==> config.mk <==
export PLATFORM = sky130hd
export DESIGN_NAME = ptw_resp_router
export DESIGN_NICKNAME = d
export VERILOG_FILES = /design/src/rtl/ptw_resp_router_pkg.sv /design/src/rtl/ptw_tag_fifo.sv /design/src/rtl/ptw_resp_router.sv
export SDC_FILE = /design/constraint.sdc
export NUM_CORES = 1
export LEC_CHECK = 0
export ABC_AREA = 1
export CAP_MARGIN = 20
export CORE_MARGIN = 2
export CORE_UTILIZATION = 35
export CTS_CLUSTER_SIZE = 8
export DETAILED_ROUTE_END_ITERATION = 10
export HOLD_SLACK_MARGIN = 0.12
export MAX_ROUTING_LAYER = met4
export PLACE_DENSITY = 0.81
export SLEW_MARGIN = 25
export SYNTH_ARGS = -nofsm -noshare
export SYNTH_HDL_FRONTEND = slang
export SYNTH_SLANG_ARGS = --single-unit
export TNS_END_PERCENT = 1
==> constraint.sdc <==
create_clock -name clock -period 1.3 [get_ports clock]
set_input_delay 0.26 -clock clock [delete_from_list [all_inputs] [get_ports clock]]
set_output_delay 0.26 -clock clock [all_outputs]
set_load 0.01 [all_outputs]
==> src/rtl/ptw_resp_router_pkg.sv <==
// Shared definitions for the PTW response router slice.
//   NUM_REQ        : number of TLB requesters sharing the walker
//   PPN_W_DEFAULT  : default physical-page-number width
//   ptw_resp_t     : PTW response payload at the default PPN width
package ptw_resp_router_pkg;

    localparam int NUM_REQ       = 2;
    localparam int PPN_W_DEFAULT = 20;

    typedef struct packed {
        logic [PPN_W_DEFAULT-1:0] ppn;
        logic                     pf;
        logic                     ae;
    } ptw_resp_t;

endpackage

==> src/rtl/ptw_tag_fifo.sv <==
// Width-1 circular FIFO holding the grant tag of each outstanding request.
//   clock, reset      : rising-edge clock, async active-high reset
//   push / wr_data    : write request and tag (ignored when full)
//   pop  / rd_data    : read request (ignored when empty) and head tag
//   full, empty, count: occupancy status, all from registered count
module ptw_tag_fifo #(
    parameter int DEPTH = 2
) (
    input  logic                     clock,
    input  logic                     reset,
    input  logic                     push,
    input  logic                     wr_data,
    input  logic                     pop,
    output logic                     rd_data,
    output logic                     full,
    output logic                     empty,
    output logic [$clog2(DEPTH):0]   count
);

    localparam int AW = $clog2(DEPTH);
    localparam logic [AW:0] FULL_CNT = (AW+1)'(DEPTH);

    logic [DEPTH-1:0] mem;
    logic [AW-1:0]    wr_ptr;
    logic [AW-1:0]    rd_ptr;
    logic             push_ok;
    logic             pop_ok;

    assign full    = (count == FULL_CNT);
    assign empty   = (count == '0);
    assign push_ok = push & ~full;
    assign pop_ok  = pop & ~empty;
    assign rd_data = mem[rd_ptr];

    always_ff @(posedge clock or posedge reset) begin
        if (reset) begin
            mem    <= '0;
            wr_ptr <= '0;
            rd_ptr <= '0;
            count  <= '0;
        end else begin
            if (push_ok) begin
                mem[wr_ptr] <= wr_data;
                wr_ptr      <= wr_ptr + 1'b1;
            end
            if (pop_ok) begin
                rd_ptr <= rd_ptr + 1'b1;
            end
            case ({push_ok, pop_ok})
                2'b10:   count <= count + 1'b1;
                2'b01:   count <= count - 1'b1;
                default: count <= count;
            endcase
        end
    end

endmodule

==> src/rtl/ptw_resp_router.sv <==
// Steers in-order PTW responses back to the requester that won the
// matching arbiter grant, and flags protocol violations.
//   clock, reset                 : rising-edge clock, async active-high reset
//   io_req_fire / io_req_chosen  : accepted arbiter handshake and its grant index
//   io_req_ready                 : tag FIFO has room (gates the arbiter)
//   io_resp_*                    : PTW response channel
//   io_out_0_* / io_out_1_*      : registered one-cycle response pulse per requester
//   io_err_orphan                : sticky protocol-violation flag
module ptw_resp_router
    import ptw_resp_router_pkg::*;
#(
    parameter int DEPTH = 2,
    parameter int PPN_W = PPN_W_DEFAULT
) (
    input  logic             clock,
    input  logic             reset,
    input  logic             io_req_fire,
    input  logic             io_req_chosen,
    output logic             io_req_ready,
    input  logic             io_resp_valid,
    input  logic [PPN_W-1:0] io_resp_bits_ppn,
    input  logic             io_resp_bits_pf,
    input  logic             io_resp_bits_ae,
    output logic             io_resp_ready,
    output logic             io_out_0_valid,
    output logic [PPN_W-1:0] io_out_0_bits_ppn,
    output logic             io_out_0_bits_pf,
    output logic             io_out_0_bits_ae,
    output logic             io_out_1_valid,
    output logic [PPN_W-1:0] io_out_1_bits_ppn,
    output logic             io_out_1_bits_pf,
    output logic             io_out_1_bits_ae,
    output logic             io_err_orphan
);

    localparam int CW = $clog2(DEPTH) + 1;
    localparam logic [CW-1:0] FULL_CNT = CW'(DEPTH);

    logic               tag_full;
    logic               tag_empty;
    logic               head_tag;
    logic [CW-1:0]      tag_count;
    logic               push;
    logic               pop;
    logic               violation;

    logic [NUM_REQ-1:0] out_valid_q;
    logic [PPN_W-1:0]   ppn_q;
    logic               pf_q;
    logic               ae_q;
    logic               err_q;

    assign io_req_ready  = ~tag_full;
    assign io_resp_ready = ~tag_empty;
    assign push          = io_req_fire & ~tag_full;
    assign pop           = io_resp_valid & ~tag_empty;

    // Dropped response (nothing outstanding) or dropped tag (FIFO full).
    assign violation = (io_resp_valid & (tag_count == '0)) |
                       (io_req_fire & (tag_count == FULL_CNT));

    ptw_tag_fifo #(
        .DEPTH (DEPTH)
    ) u_tag_fifo (
        .clock   (clock),
        .reset   (reset),
        .push    (push),
        .wr_data (io_req_chosen),
        .pop     (pop),
        .rd_data (head_tag),
        .full    (tag_full),
        .empty   (tag_empty),
        .count   (tag_count)
    );

    // Payload is shared by both ports; only the valid selects the owner.
    always_ff @(posedge clock or posedge reset) begin
        if (reset) begin
            out_valid_q <= '0;
            ppn_q       <= '0;
            pf_q        <= 1'b0;
            ae_q        <= 1'b0;
            err_q       <= 1'b0;
        end else begin
            if (pop) begin
                out_valid_q <= NUM_REQ'(1) << head_tag;
                ppn_q       <= io_resp_bits_ppn;
                pf_q        <= io_resp_bits_pf;
                ae_q        <= io_resp_bits_ae;
            end else begin
                out_valid_q <= '0;
            end
            if (violation) begin
                err_q <= 1'b1;
            end
        end
    end

    assign io_out_0_valid    = out_valid_q[0];
    assign io_out_1_valid    = out_valid_q[1];
    assign io_out_0_bits_ppn = ppn_q;
    assign io_out_1_bits_ppn = ppn_q;
    assign io_out_0_bits_pf  = pf_q;
    assign io_out_1_bits_pf  = pf_q;
    assign io_out_0_bits_ae  = ae_q;
    assign io_out_1_bits_ae  = ae_q;
    assign io_err_orphan     = err_q;

endmodule
Word level (Yosys, flattened, before mapping)
Index checks and enable logic that the tools add are counted.
Operators by class
  add/subtract/negate cells: 4
  order comparisons: 3
  eq/ne operators: 3
  shifts and indexed selects: 1
  muxes and demuxes: 7
  bitwise gates (word level): 9
  reduce and logical (&&, ||, !) cells: 3
Operators by type and width (count)
  $and 1x1->1: 6
  $eq 2x2->1 const B: 2
  $lt 1x2->1 const B: 2
  $pmux 2 s2: 1
  $mux 1: 3
  $add 1x1->1 const B: 2
  $add 2x1->2 const B: 1
  $bwmux 2: 1
  $eq 2x1->1 const B: 1
  $logic_not 2->1: 1
  $mux 2: 1
  $not 1->1: 2
  $reduce_bool 2->1: 1
  $shl 1x1->2 const A: 1
  $sub 2x1->2 const B: 1
  $demux 1 s1: 1
  $ge 1x1->1 const B: 1
  $logic_and 1x1->1: 1
  $or 1x1->1: 1
Word-level totals
  flip-flop bits (word level): 31
  bits of input ports: 27
  output and inout port bits: 49
  logic and storage cells: 39

Depth between registers and ports, before layout
Gate-level depths: netlist of run 1.
  depth after elaboration: 6
  depth in mapped cells: 11

Cells and area by module
Synthesis of run 1 repeated with hierarchy kept, for this count alone.
Second synthesis, totals
  cell total of the unflattened synthesis: 177
  area, all modules: 1483.9 um2
Modules (own cells, without submodules)
  ptw_resp_router: times used 1, cells each 134, area an instance 1144.8 um2, sequential area each 625.6 um2
  ptw_tag_fifo: times used 1, cells each 43, area an instance 339.1 um2, sequential area each 150.1 um2

Worst setup path after synthesis of run 1
No wires, ideal clock.
  path type: register to register
  from: reg u_tag_fifo.count[0]
  to: reg u_tag_fifo.count[1]
  arrival: 1.364 ns
  data required time: 1.183 ns
  slack: -0.181 ns
  cell stages (with the launch flop): 11
  buffers on the path: 1
  period minus slack after synthesis: 1.481 ns
  path through: dfrtp_1 -> inv_2 -> nand2_4 -> nand2_4 -> inv_4 -> buf_6 -> ha_1 -> inv_1 -> nand3_1 -> nand2_1 -> nand2_1
Between the ends
  word-level cells in the longest chain between the ends: 6
RTL lines
  from (decl): line ptw_tag_fifo.sv:17  | output logic [$clog2(DEPTH):0] count
  from (signal assigned): line ptw_tag_fifo.sv:50  | 2'b10: count <= count + 1'b1;
  from (signal assigned): line ptw_tag_fifo.sv:51  | 2'b01: count <= count - 1'b1;
  from (signal assigned): line ptw_tag_fifo.sv:52  | default: count <= count;
  $logic_not 2->1 (*): line ptw_tag_fifo.sv:30  | assign empty = (count == '0);
  $not 1->1 (*)
  named net io_resp_ready: line ptw_resp_router.sv:24  | output logic io_resp_ready,
  $and 1x1->1 (*): line ptw_resp_router.sv:56  | assign pop = io_resp_valid & ~tag_empty;
  named net pop: line ptw_resp_router.sv:44  | logic pop;
  $and 1x1->1 (*): line ptw_tag_fifo.sv:32  | assign pop_ok = pop & ~empty;
  $eq 2x1->1 or $eq 2x2->1 (tied branches): line ptw_tag_fifo.sv:49  | case ({push_ok, pop_ok})
  $pmux 2 s2 or $reduce_bool 2->1 (tied branches)
Mark *: on every way through the listed nets, which the timed path passes. The rest lies on a longest branch.
A chain may end at the register's enable or synchronous reset.

Worst setup path after layout of run 1
  from: reg u_tag_fifo.count[0]
  to: out io_req_ready
Between the ends
  word-level cells in the longest chain between the ends: 2
RTL lines
  $eq 2x2->1: line ptw_tag_fifo.sv:29  | assign full = (count == FULL_CNT);
  $not 1->1: line ptw_resp_router.sv:53  | assign io_req_ready = ~tag_full;
  to (decl): line ptw_resp_router.sv:19  | output logic io_req_ready,
No other way between the ends.

==> results of run 1 <==
per-layer routing:
layer | vias up | track usage
met1 | 580 | 0.175
met4 | 0 | 0.0750
met5 | - | -
met3 | 7 | 0.0345
li1 | 611 | -
met2 | 54 | 0.255
critical path, stage by stage, from the launching register on:
cell     delay, ns
dfrtp_1       0.39
inv_2         0.13
nand2_4       0.09
buf_6         0.12
stage by stage:
stage,total power [W],cells,utilization
finish,0.00512,281,0.559
global route,0.00556,281,0.559
CTS,0.00510,280,0.550
detailed placement,0.00476,271,0.539
global placement,0.00467,271,0.539
floorplan,0.00342,163,-
layout make-up:
class	instances	area [um^2]	share of cell area
clock buffers	8	100	0.0451
inverters	8	32.5	0.0147
multi-input cells	98	454	0.205
flip-flops and latches	31	776	0.350
well taps	50	62.6	0.0282
repair buffers	86	793	0.358
synthesized netlist by cell type:
cell,count,share of area
nand4_1,3,0.013
inv_1,5,0.013
nand3_1,5,0.017
nor2_1,1,0.0026
xnor2_1,1,0.0061
and2_1,1,0.0044
inv_2,2,0.0053
nand2_1,81,0.21
o21ai_0,1,0.0035
buf_2,1,0.0035
inv_4,1,0.0044
nand3b_1,2,0.010
dfrtp_1,31,0.54
buf_6,2,0.016
ha_1,1,0.0087
buf_4,23,0.12
nand2_4,2,0.016
cell usage in the layout, fill, tap and decap left out, types with 4 or more instances in the layout:
cell type,n
buf_4,9
clkbuf_8,7
clkdlybuf4s50_1,26
dfrtp_1,31
dlygate4sd2_1,47
inv_1,4
nand2_1,79
nand2_4,4
nand3_1,4
power groups by stage:
stage | clock network, W | registers, W | logic [W]
floorplan | 0 | 0.00191 | 0.00151
global placement | 0 | 0.00175 | 0.00292
detailed placement | 0 | 0.00177 | 0.00299
CTS | 0.000857 | 0.00172 | 0.00252
global route | 0.000893 | 0.00179 | 0.00287
finish | 0.000822 | 0.00172 | 0.00258
flip-flops by register name, summed over array words and instances, names as in the netlist:
register and count:
u_tag_fifo.rd_ptr 1, u_tag_fifo.mem 2, out_valid_q 2, io_out_0_bits_ppn 20
io_out_0_bits_ae 1, io_out_0_bits_pf 1, u_tag_fifo.wr_ptr 1, u_tag_fifo.count 2
io_err_orphan 1
path summary, 6_finish.rpt:
check / startpoint / to / slack, ns
worst max-delay path: u_tag_fifo.count[0] / io_req_ready / 0.03
worst min-delay path: reset / io_out_0_bits_ppn[19] / 0.33
worst max register to register: u_tag_fifo.count[0] / u_tag_fifo.count[1] / 0.05
worst min register to register: u_tag_fifo.mem[1] / u_tag_fifo.mem[1] / 0.49
max in group asynchronous: reset / io_out_0_bits_ppn[1] / 0.80
min in group clock: u_tag_fifo.mem[1] / u_tag_fifo.mem[1] / 0.49
kinds of logic (layout without fill, tap and decap cells):
group                      count (synthesis)  count (layout)  share of synthesized area
adders and majority gates                  1               1                    0.00875
buffers and inverters                     34             102                      0.163
AOI/OAI and AO/OA                          1               1                    0.00350
DFF                                       31              31                      0.542
xor gates and xnor gates                   1               1                    0.00613
and+or+nand+nor                           95              95                      0.276
repair_timing:
action / 4_1_cts / 5_1_grt
setup endpoints to repair: 50 / 3
pin swaps: 0 / 4
setup buffers: 1 / 1
gates resized for setup: 57 / 5
==> flow_metrics.py, run 1 <==
metrics = {
    "run_status": {
        "status": "completed",
    },
    "drt": {
        "dr_wl_met2_um": 1640,
        "wl_met3_um": 272,
        "met1_length_um": 1240,
        "drcViolationCount": 0,
        "drtIter0Drc": 82,
        "ant_nets": 0,
        "via_per_inst": 4.46,
        "routed_wl_um": 3220,
        "vias": 1252,
        "topRoutingLayerUsed": "met4",
        "wl_per_cell_um": 11.4,
        "drtPass1Iterations": 4,
    },
    "yosys": {
        "ys_seq_elements": 31,
        "syn_area_per_cell_um2": 8.77,
        "yosys_warnings": 0,
        "synthCells": 163,
        "synth_cell_types": 17,
        "syn_nets": 191,
        "netlist_area_um2": 1430,
        "synth.yosys.seq_area_share": 0.542,
    },
    "floorplanning": {
        "die_w_um": 67.9,
        "die_h_um": 67.9,
        "io_pins": 76,
        "rows": 23,
        "initial_core_util": 0.360,
        "fp.coreArea_um2": 3970,
        "dieArea_um2": 4610,
    },
    "placement": {
        "preCtsSetupSlack_ns": -0.167,
        "port_buffers": 75,
        "place_congestion": 0.746,
        "post_dp_cell_area_um2": 2140,
        "hpwl_um": 2300,
    },
    "layout": {
        "area_growth_syn_to_layout_pct": 55.1,
        "nNetsFinal": 258,
        "drive_gt1_frac": 0.130,
        "final_cell_area_um2": 2220,
        "nFillCells": 381,
        "num_antenna_cells": 0,
    },
    "sta": {
        "slew_viol_final": 0,
        "timing.fmax_mhz": 786,
        "hold_viol": 0,
        "hold-worst-slack_ns": 0.328,
        "worst_slack_ns": 0.0277,
        "setup_violations": 0,
        "fin_worst_skew_ns": 0.00487,
        "rsz0062_at_grt": "true",
        "fin_tns_setup_ns": 0,
        "post-route-period-util": 0.979,
        "finalCriticalPeriod_ns": 1.27,
        "tightest_slew_ns": 0.252,
        "slew_headroom": 0.832,
    },
    "setup_path": {
        "end_kind": "output pin",
        "reg2reg_depth": 8,
        "critical_path_required_ns": 1.04,
        "cp.arrival_ns": 1.01,
        "criticalPathCategory": "reg2out",
        "crit_fanout": 5,
        "cp-start-kind": "register",
    },
    "global_routing": {
        "grt_overflow": 0,
        "grt_first_pass_wirelength_um": 5140,
        "track_usage": 0.154,
        "grt_max_degree": 32,
        "antenna_found_initial": 0,
        "grt_pass1_vias": 1146,
    },
    "power": {
        "pwr-share-comb": 0.504,
        "power.leakage_nw": 1.21,
        "p_int_w": 0.00317,
        "switchingPower_w": 0.00195,
        "peakVddDrop_mv": 0.982,
        "power_frac_clock": 0.161,
        "switching_share": 0.381,
        "cellPowerDensity_nw_per_um2": 2310,
        "pwr-share-seq": 0.335,
    },
    "cts": {
        "cts_max_path_buffers": 2,
        "clock_latency_ns": 0.28,
        "cts_root_buf": "clkbuf_8",
        "cts_made_buffers": 5,
        "cts_htree_levels": 2,
        "clkTransAtPathRegs_ns": 0.06,
        "clock_sinks": 31,
        "hold_buffers": 0,
        "cts_tree": "yes",
    },
    "flow_run": {
        "drv_cap": 0,
    },
    "hold_path": {
        "worstHoldPathType": "in2async",
    },
}
(Power assumes the default switching activity.)
==> run 2, diff against run 1 <==
Settings changed: CTS_CLUSTER_SIZE 8 to unset.
==> results of run 2 <==
The final DEF is identical to that of run 1; final timing and power are the same.
